[src/rtl/mem_wb_stage.sv]
// Memory-access stage and MEM/WB pipeline register of the 64-bit datapath.
// Drives a req/ack data-memory port, stalls upstream while an access is open.
module mem_wb_stage #(
    parameter int MAX_WAIT = 15
) (
    input  logic        CLK,
    input  logic        RESET,
    input  logic [63:0] ALU_VAL_IN,
    input  logic [63:0] RT_READ_IN,
    input  logic [63:0] BRANCH_IN,
    input  logic        ZERO_IN,
    input  logic [4:0]  REG_DESTINATION_IN,
    input  logic        REGWRITE_IN,
    input  logic        MEM2REG_IN,
    input  logic        MEMWRITE_IN,
    input  logic        MEMREAD_IN,
    input  logic        BRANCH_ZERO_IN,
    output logic        DMEM_REQ,
    output logic        DMEM_WE,
    output logic [63:0] DMEM_ADDR,
    output logic [63:0] DMEM_WDATA,
    input  logic [63:0] DMEM_RDATA,
    input  logic        DMEM_ACK,
    output logic        STALL,
    output logic        PCSRC,
    output logic [63:0] BRANCH_TARGET,
    output logic        MEM_ERROR,
    output logic [63:0] READ_DATA_OUT,
    output logic [63:0] ALU_VAL_OUT,
    output logic [4:0]  REG_DESTINATION_OUT,
    output logic        REGWRITE_OUT,
    output logic        MEM2REG_OUT
);

    typedef enum logic [1:0] {
        S_IDLE  = 2'd0,
        S_WAIT  = 2'd1,
        S_ERROR = 2'd2
    } state_t;

    localparam logic [7:0] LAST_WAIT = 8'(MAX_WAIT - 1);

    state_t     state;
    logic [7:0] wait_cnt;
    logic       memop;

    assign memop         = MEMREAD_IN | MEMWRITE_IN;
    assign BRANCH_TARGET = BRANCH_IN;
    assign PCSRC         = BRANCH_ZERO_IN & ZERO_IN & (state == S_IDLE);

    always_comb begin
        STALL = 1'b1;
        unique case (state)
            S_IDLE:  STALL = memop;
            S_WAIT:  STALL = ~DMEM_ACK;
            S_ERROR: STALL = 1'b1;
            default: STALL = 1'b1;
        endcase
    end

    // ACK has priority over the timeout on the last permitted WAIT cycle
    always_ff @(posedge CLK or posedge RESET) begin
        if (RESET) begin
            state               <= S_IDLE;
            wait_cnt            <= 8'd0;
            DMEM_REQ            <= 1'b0;
            DMEM_WE             <= 1'b0;
            DMEM_ADDR           <= 64'd0;
            DMEM_WDATA          <= 64'd0;
            MEM_ERROR           <= 1'b0;
            READ_DATA_OUT       <= 64'd0;
            ALU_VAL_OUT         <= 64'd0;
            REG_DESTINATION_OUT <= 5'd0;
            REGWRITE_OUT        <= 1'b0;
            MEM2REG_OUT         <= 1'b0;
        end else begin
            unique case (state)
                S_IDLE: begin
                    if (memop) begin
                        state        <= S_WAIT;
                        wait_cnt     <= 8'd0;
                        DMEM_REQ     <= 1'b1;
                        DMEM_WE      <= MEMWRITE_IN;
                        DMEM_ADDR    <= ALU_VAL_IN;
                        DMEM_WDATA   <= RT_READ_IN;
                        REGWRITE_OUT <= 1'b0;
                        MEM2REG_OUT  <= 1'b0;
                    end else begin
                        ALU_VAL_OUT         <= ALU_VAL_IN;
                        REG_DESTINATION_OUT <= REG_DESTINATION_IN;
                        REGWRITE_OUT        <= REGWRITE_IN;
                        MEM2REG_OUT         <= MEM2REG_IN;
                    end
                end
                S_WAIT: begin
                    if (DMEM_ACK) begin
                        state               <= S_IDLE;
                        DMEM_REQ            <= 1'b0;
                        ALU_VAL_OUT         <= ALU_VAL_IN;
                        REG_DESTINATION_OUT <= REG_DESTINATION_IN;
                        REGWRITE_OUT        <= REGWRITE_IN;
                        MEM2REG_OUT         <= MEM2REG_IN;
                        if (!DMEM_WE) begin
                            READ_DATA_OUT <= DMEM_RDATA;
                        end
                    end else if (wait_cnt == LAST_WAIT) begin
                        state     <= S_ERROR;
                        DMEM_REQ  <= 1'b0;
                        MEM_ERROR <= 1'b1;
                    end else begin
                        wait_cnt <= wait_cnt + 8'd1;
                    end
                end
                S_ERROR: begin
                    state <= S_ERROR;
                end
                default: begin
                    state <= S_IDLE;
                end
            endcase
        end
    end

endmodule

[config.mk]
export PLATFORM = sky130hd
export DESIGN_NAME = mem_wb_stage
export DESIGN_NICKNAME = d
export VERILOG_FILES = /design/src/rtl/mem_wb_stage.sv
export SDC_FILE = /design/constraint.sdc
export NUM_CORES = 1
export LEC_CHECK = 0
export ABC_AREA = 1
export CAP_MARGIN = 40
export CELL_PAD_IN_SITES_DETAIL_PLACEMENT = 0
export CELL_PAD_IN_SITES_GLOBAL_PLACEMENT = 2
export CORE_AREA = 2 2 236 238
export CTS_BUF_LIST = sky130_fd_sc_hd__clkbuf_4 sky130_fd_sc_hd__clkbuf_8
export DETAILED_ROUTE_END_ITERATION = 8
export DIE_AREA = 0 0 238 240
export HOLD_SLACK_MARGIN = 0.15
export PLACE_DENSITY = 0.8
export SLEW_MARGIN = 25
export SYNTH_ARGS = -nofsm -noshare
export SYNTH_HDL_FRONTEND = slang
export SYNTH_SLANG_ARGS = --single-unit
[constraint.sdc]
create_clock -name CLK -period 14 [get_ports CLK]
set_clock_uncertainty 0.2 [all_clocks]
set_input_delay 2.8 -clock CLK [delete_from_list [all_inputs] [get_ports CLK]]
set_output_delay 2.8 -clock CLK [all_outputs]
set_load 0.005 [all_outputs]
==> metrics.txt, run 1 <==
internal cell power 1.35 mW; Synth Instances 1022; Final Core Density 32.3%; Max FO, Critical Path 69; P_sw 0.387 mW; Async SR Flop Fraction 100%; die area 57100 µm²; post-synthesis net count 1294; grt ovf 0; sum of buffers and inverters on the critical path 5; Final Cell Area 17700 µm²; critical path's top delay family buffers and inverters; die width 238 µm; H-tree Lvls 2; Die H 240 µm; crit end category primary output; Clock power frac 48.9%; largest net degree at the start of global routing 102; max-cap violation count 0; Initial DRT Pass Iterations 6; Fmax 123 MHz; Seq pwr share 46.1%; Post-DP HPWL 25.6 mm; placed instance area 16500 µm²; pre-CTS setup slack 5.77 ns; fillers 5569; maximum vdd drop 0.0530 mV; cell area after synthesis 11500 µm²; Comb pwr share 5.1%; total clock buffers created by CTS 52; initial DRC count 242; RSZ-0062 raised after global routing no; final setup margin 5.84 ns; cts hold-fix bufs 0; CTS root buf clkbuf_8; initial core utilization 21.1%; Avg Cell Area, Syn 11.3 µm²; Critical Path AT 5.16 ns; routability cong. 0.759; number of global-route vias before repair 9299; EDFF count, synth 0; WL/cell 16.6 µm; most common cell after layout, fill and taps aside clkdlybuf4s50_1; Least-Margin Pin Slew 0.793 ns; vias per inst 3.99; largest area contributor in the netlist dfrtp_1; Final ANT Viol Nets 0; Worst Setup Path Type primary input to primary output; post-CTS sizing 0; CP Launch Type primary input; WL final 36.4 mm; post-CTS setup buffers 0; top post-synthesis cells by area dfrtp_1 60%, nand2_1 12%, mux2_4 11%, buf_4 4.2%, mux2_2 3.9%; Fin Setup TNS 0 ns; register area share after synthesis 59.9%; worst hold slack 0.266 ns; initial antenna violation count 0; P&R area growth vs syn 53.2%; clock slew at reported path FFs 0.05 ns; Non-Filler Instances 2190; Pwr Density 98.1 nW/µm²; CORE AREA 54700 µm²; Inserted Diodes 0; row count 86; Pwr Total 1.73 mW; synth unique cells 23; Synth Register Bits 276; Crit-path slowest cell buf_4; share of cells above drive strength 1 16.4%; Tot GR Track Use 12.3%; # setup viols final 0; Clock Path Buffers 3; I/O pin total 602; Final #Nets 1721; CTS sink cnt 276; minimum clock period 8.16 ns; Post-synth top flop dfrtp_1; Critical Path RT 11.00 ns; CTS tree yes; Cell Count Post-Placement 2098; global-route wire length before repair 55.1 mm; status completed; via count 8742; Synth top area share 59.9%; YS warnings 0; P_leak 8.70 nW; Clock Latency Late Sink 0.60 ns; Worst slew margin 47.1%; sw frac 22.4%; Final period util 58.3%; Post-route DRC 0; final hold vios 0; number of port buffers 473; critical path's largest stage delay 0.57 ns; cells along the critical path clkdlybuf4s50_1, nor2_1, nand2_1, nand2_2, buf_4, inv_2, buf_4, clkdlybuf4s50_1; Pins Over Slew Limit 0; commonest cells after routing, fill and taps aside 473 x clkdlybuf4s50_1, 377 x nand2_1, 276 x dfrtp_1; Hold Crit Class register to register
-- sequential cells by signal (all words and copies together), names as in the netlist --
register / count
ALU_VAL_OUT: 64
DMEM_ADDR: 64
DMEM_REQ: 1
DMEM_WDATA: 64
DMEM_WE: 1
MEM2REG_OUT: 1
MEM_ERROR: 1
READ_DATA_OUT: 64
REGWRITE_OUT: 1
REG_DESTINATION_OUT: 5
state: 2
wait_cnt: 8
-- cell families after synthesis --
group | count (synthesis) | share of synthesized area (%)
AO/OA/AOI/OAI | 7 | 0.347
XOR/XNOR | 1 | 0.0760
adder cells (fa/ha/maj) | 2 | 0.217
buffers and inverters | 130 | 7.49
flip-flops | 276 | 59.9
multiplexers | 127 | 15.2
AND/OR/NAND/NOR | 479 | 16.7
-- per-layer routing --
metal | part of all wire (%) | track usage (%) | vias to the layer above | routed length, µm
met2 | 47 | 19.9 | 390 | 17100
met1 | 40 | 14.5 | 4192 | 14700
met5 | 0 | 0 | - | 0
met4 | 3.0 | 4.91 | 0 | 1100
li1 | - | - | 4078 | -
met3 | 9.7 | 5.09 | 82 | 3510
-- worst reg2reg max path, stage by stage (launching register included) --
cell and delay, ns:
dfrtp_1 0.40, inv_1 0.11, nand2_4 0.12, inv_2 0.32, nand2_2 0.15, nand2_2 0.08, buf_4 0.57, inv_2 0.22
buf_4 0.30, buf_4 0.34, nand2_1 0.10, o21ai_1 0.06
-- power groups by stage --
| stage | combinational (mW) | sequential, mW | clock [mW] |
|---|---|---|---|
| finish | 0.0879 | 0.799 | 0.847 |
| global route | 0.0958 | 0.798 | 0.920 |
| CTS | 0.0903 | 0.799 | 0.888 |
| detailed placement | 0.0898 | 0.813 | 0 |
| global placement | 0.0877 | 0.813 | 0 |
| floorplan | 0.0304 | 0.813 | 0 |
-- path summary, 6_finish.rpt --
path                                   startpoint  depth (start not counted)                end  slack, ns
worst max-delay path                  MEMWRITE_IN                          8              STALL       5.84
worst min-delay path            READ_DATA_OUT[27]                          2  READ_DATA_OUT[27]       0.27
worst max register to register           state[1]                         11    ALU_VAL_OUT[63]      10.90
worst min register to register  READ_DATA_OUT[27]                          2  READ_DATA_OUT[27]       0.27
max in group asynchronous                   RESET                          6  READ_DATA_OUT[26]       9.18
min in group asynchronous                   RESET                          2     DMEM_WDATA[39]       2.52
-- synthesized netlist by cell type, types with 3 or more instances --
cell and count:
nand2_1 378, buf_4 64, nand2_2 4, nor2_1 13, o21ai_0 3, mux2_4 87
buf_6 13, buf_1 6, nand3_1 80, inv_1 14, dfrtp_1 276, buf_2 30
mux2_2 40
-- layout make-up --
class / count / area, µm² / share of cell area (%)
inverter: 16 / 67.6 / 0.382
clock buffer: 83 / 1020 / 5.76
multi-input combinational: 616 / 3780 / 21.4
clock inverter: 8 / 100 / 0.567
sequential: 276 / 6910 / 39.1
tap: 704 / 881 / 4.99
timing repair buffer: 487 / 4910 / 27.8
No activity file was read; power rests on OpenSTA's default activity.
==> run 2: changes to the inputs <==
- clock period: 14 -> 8.12 ns (I/O delays scaled with it)
==> run 2 against run 1 <==
Compared with the run above: non-clock buffer count is the same; clock-buffer cell count decreased by 6; setup slack got worse by 2.7 ns; cell count increased by 0.37%; routed wire length up 0.81%; register-to-register slack worse by 5.3 ns; sequential cell count is the same; critical path depth shrank 2; utilization grew 0.20 points; global-route usage barely moved; critical endpoint unchanged; largest cell class unchanged; highest routed layer unchanged.
==> metrics.txt, run 2 (same netlist as run 1, synthesis figures left out) <==
status completed (unchanged); Fin Setup TNS 0 ns (unchanged); minimum clock period 4.95 ns; Hold Crit Class register to register (unchanged); internal cell power 2.39 mW (was 1.35 mW); WL final 36.7 mm (was 36.4 mm); WL met1 14.4 mm (was 14.7 mm); Final Cell Area 17800 µm² (was 17700 µm²); post-CTS sizing 0 (unchanged); H-tree Lvls 2 (unchanged); commonest cells after routing, fill and taps aside 473 x clkdlybuf4s50_1, 377 x nand2_1, 276 x dfrtp_1 (unchanged); Least-Margin Pin Slew 0.765 ns (was 0.793 ns); number of global-route vias before repair 9102 (was 9299); P_leak 8.77 nW (was 8.70 nW); max-cap violation count 0 (unchanged); routed wl met2 17.3 mm (was 17.1 mm); P_sw 0.708 mW (was 0.387 mW); number of port buffers 473 (unchanged); grt ovf 0 (unchanged); placed instance area 16500 µm² (about the same); max layer used met4 (unchanged); Clock Path Buffers 3 (unchanged); fillers 5558 (was 5569); initial antenna violation count 0 (unchanged); final hold vios 0 (unchanged); Clock power frac 50.8% (was 48.9%); clock slew at reported path FFs 0.06 ns (was 0.05 ns); Final period util 60.9%; Clock Latency Late Sink 0.61 ns (was 0.60 ns); CORE AREA 54700 µm² (unchanged); CTS sink cnt 276 (unchanged); WL/cell 16.7 µm (was 16.6 µm); CTS tree yes (unchanged); row count 86 (unchanged); Pins Over Slew Limit 0 (unchanged); Inserted Diodes 0 (unchanged); Max FO, Critical Path 2 (was 69); CP Launch Type primary input (unchanged); global-route wire length before repair 54.6 mm (was 55.1 mm); Final Core Density 32.5% (was 32.3%); cells along the critical path clkdlybuf4s50_1, nor2_1, nand2_1, nand2_2, inv_2, clkdlybuf4s50_1 (was clkdlybuf4s50_1, nor2_1, nand2_1, nand2_2, buf_4, inv_2, buf_4, clkdlybuf4s50_1); sw frac 22.8% (was 22.4%); Die H 240 µm (unchanged); Crit-path slowest cell clkdlybuf4s50_1 (was buf_4); Initial DRT Pass Iterations 4 (was 6); initial DRC count 326 (was 242); Pwr Total 3.10 mW (was 1.73 mW); CTS root buf clkbuf_8 (unchanged); Critical Path RT 6.30 ns (was 11.00 ns); maximum vdd drop 0.107 mV (was 0.0530 mV); wire length on met3 3.68 mm (was 3.51 mm); initial core utilization 21.1% (unchanged); crit-path most repeated cell clkdlybuf4s50_1; RSZ-0062 raised after global routing no (unchanged); Critical Path AT 3.12 ns (was 5.16 ns); sum of buffers and inverters on the critical path 3 (was 5); Seq pwr share 44.4% (was 46.1%); routability cong. 0.730 (was 0.759); Worst slew margin 49.0% (was 47.1%); crit end category primary output (unchanged); share of cells above drive strength 1 16.8% (was 16.4%); critical path's largest stage delay 0.53 ns (was 0.57 ns); vias per inst 3.99 (about the same); total clock buffers created by CTS 54 (was 52); Fmax 202 MHz; most common cell after layout, fill and taps aside clkdlybuf4s50_1 (unchanged); die area 57100 µm² (unchanged); cts hold-fix bufs 0 (unchanged); # setup viols final 0 (unchanged); P&R area growth vs syn 54.2% (was 53.2%); worst hold slack 0.268 ns (was 0.266 ns); Tot GR Track Use 12.3% (about the same); largest net degree at the start of global routing 128 (was 102); Comb pwr share 4.8% (was 5.1%); via count 8764 (was 8742); Final ANT Viol Nets 0 (unchanged); die width 238 µm (unchanged); post-CTS setup buffers 0 (unchanged); Pwr Density 174 nW/µm² (was 98.1 nW/µm²); Post-DP HPWL 25.4 mm (was 25.6 mm); Worst Setup Path Type primary input to primary output (unchanged); critical path's top delay family buffers and inverters (unchanged); I/O pin total 602 (unchanged); Post-route DRC 0 (unchanged); Final #Nets 1723 (was 1721)
## run 2: cell count changes in the layout (fill, tap and decap cells not counted), moves of 2 or more
cell and delta:
clkinv_2 +12, clkbuf_4 -10, clkbuf_8 +4, buf_12 +2
bufinv_16 +2, clkinv_4 +2, clkinvlp_4 -2
## run 2: worst paths after layout
path	from	end	slack (ns)	depth (start not counted)
hold reg to reg	READ_DATA_OUT[56]	READ_DATA_OUT[56]	0.27	2
max in group asynchronous	RESET	ALU_VAL_OUT[31]	5.00	5
hold / removal	READ_DATA_OUT[56]	READ_DATA_OUT[56]	0.27	2
min in group asynchronous	RESET	READ_DATA_OUT[52]	1.36	3
setup / recovery	MEMWRITE_IN	STALL	3.17	6
setup reg to reg	state[0]	DMEM_ADDR[30]	5.58	4
## run 2: layout make-up
cell class | count | area [µm²] | share of cell area [%]
clock buffers | 77 | 997 | 5.61
clock inverters | 22 | 226 | 1.27
repair buffers | 487 | 4920 | 27.7
well taps | 704 | 881 | 4.96
flip-flops and latches | 276 | 6910 | 38.9
multi-input cells | 616 | 3780 | 21.3
inverters | 16 | 63.8 | 0.359
## run 2: power groups by stage
stage / clock (mW) / combinational (mW) / sequential [mW]
after floorplan: 0 / 0.0527 / 1.40
after detailed placement: 0 / 0.153 / 1.40
after global routing: 1.71 / 0.163 / 1.38
after global placement: 0 / 0.150 / 1.40
final: 1.57 / 0.150 / 1.38
after CTS: 1.65 / 0.154 / 1.38
## run 2: worst reg2reg max path, cell delays in order, from the launching register on
cell and delay (ns):
dfrtp_1 0.44, nor2_4 0.11, nand2_8 0.45, buf_4 0.77, mux2_2 0.45
## run 2: stage by stage
| stage | setup WS [ns] | instances |
|---|---|---|
| after floorplan | 2.64 | 1022 |
| after global placement | 3.17 | 2095 |
| after detailed placement | 3.18 | 2098 |
| after CTS | 3.17 | 2197 |
| after global routing | 3.13 | 2198 |
| final | 3.17 | 2198 |
## run 2: routing by layer
layer  vias to the layer above  track usage [%]
met5                         -                0
met1                      4198             14.2
li1                       4081                -
met3                        77             5.13
met4                         0             5.27
met2                       408             20.0
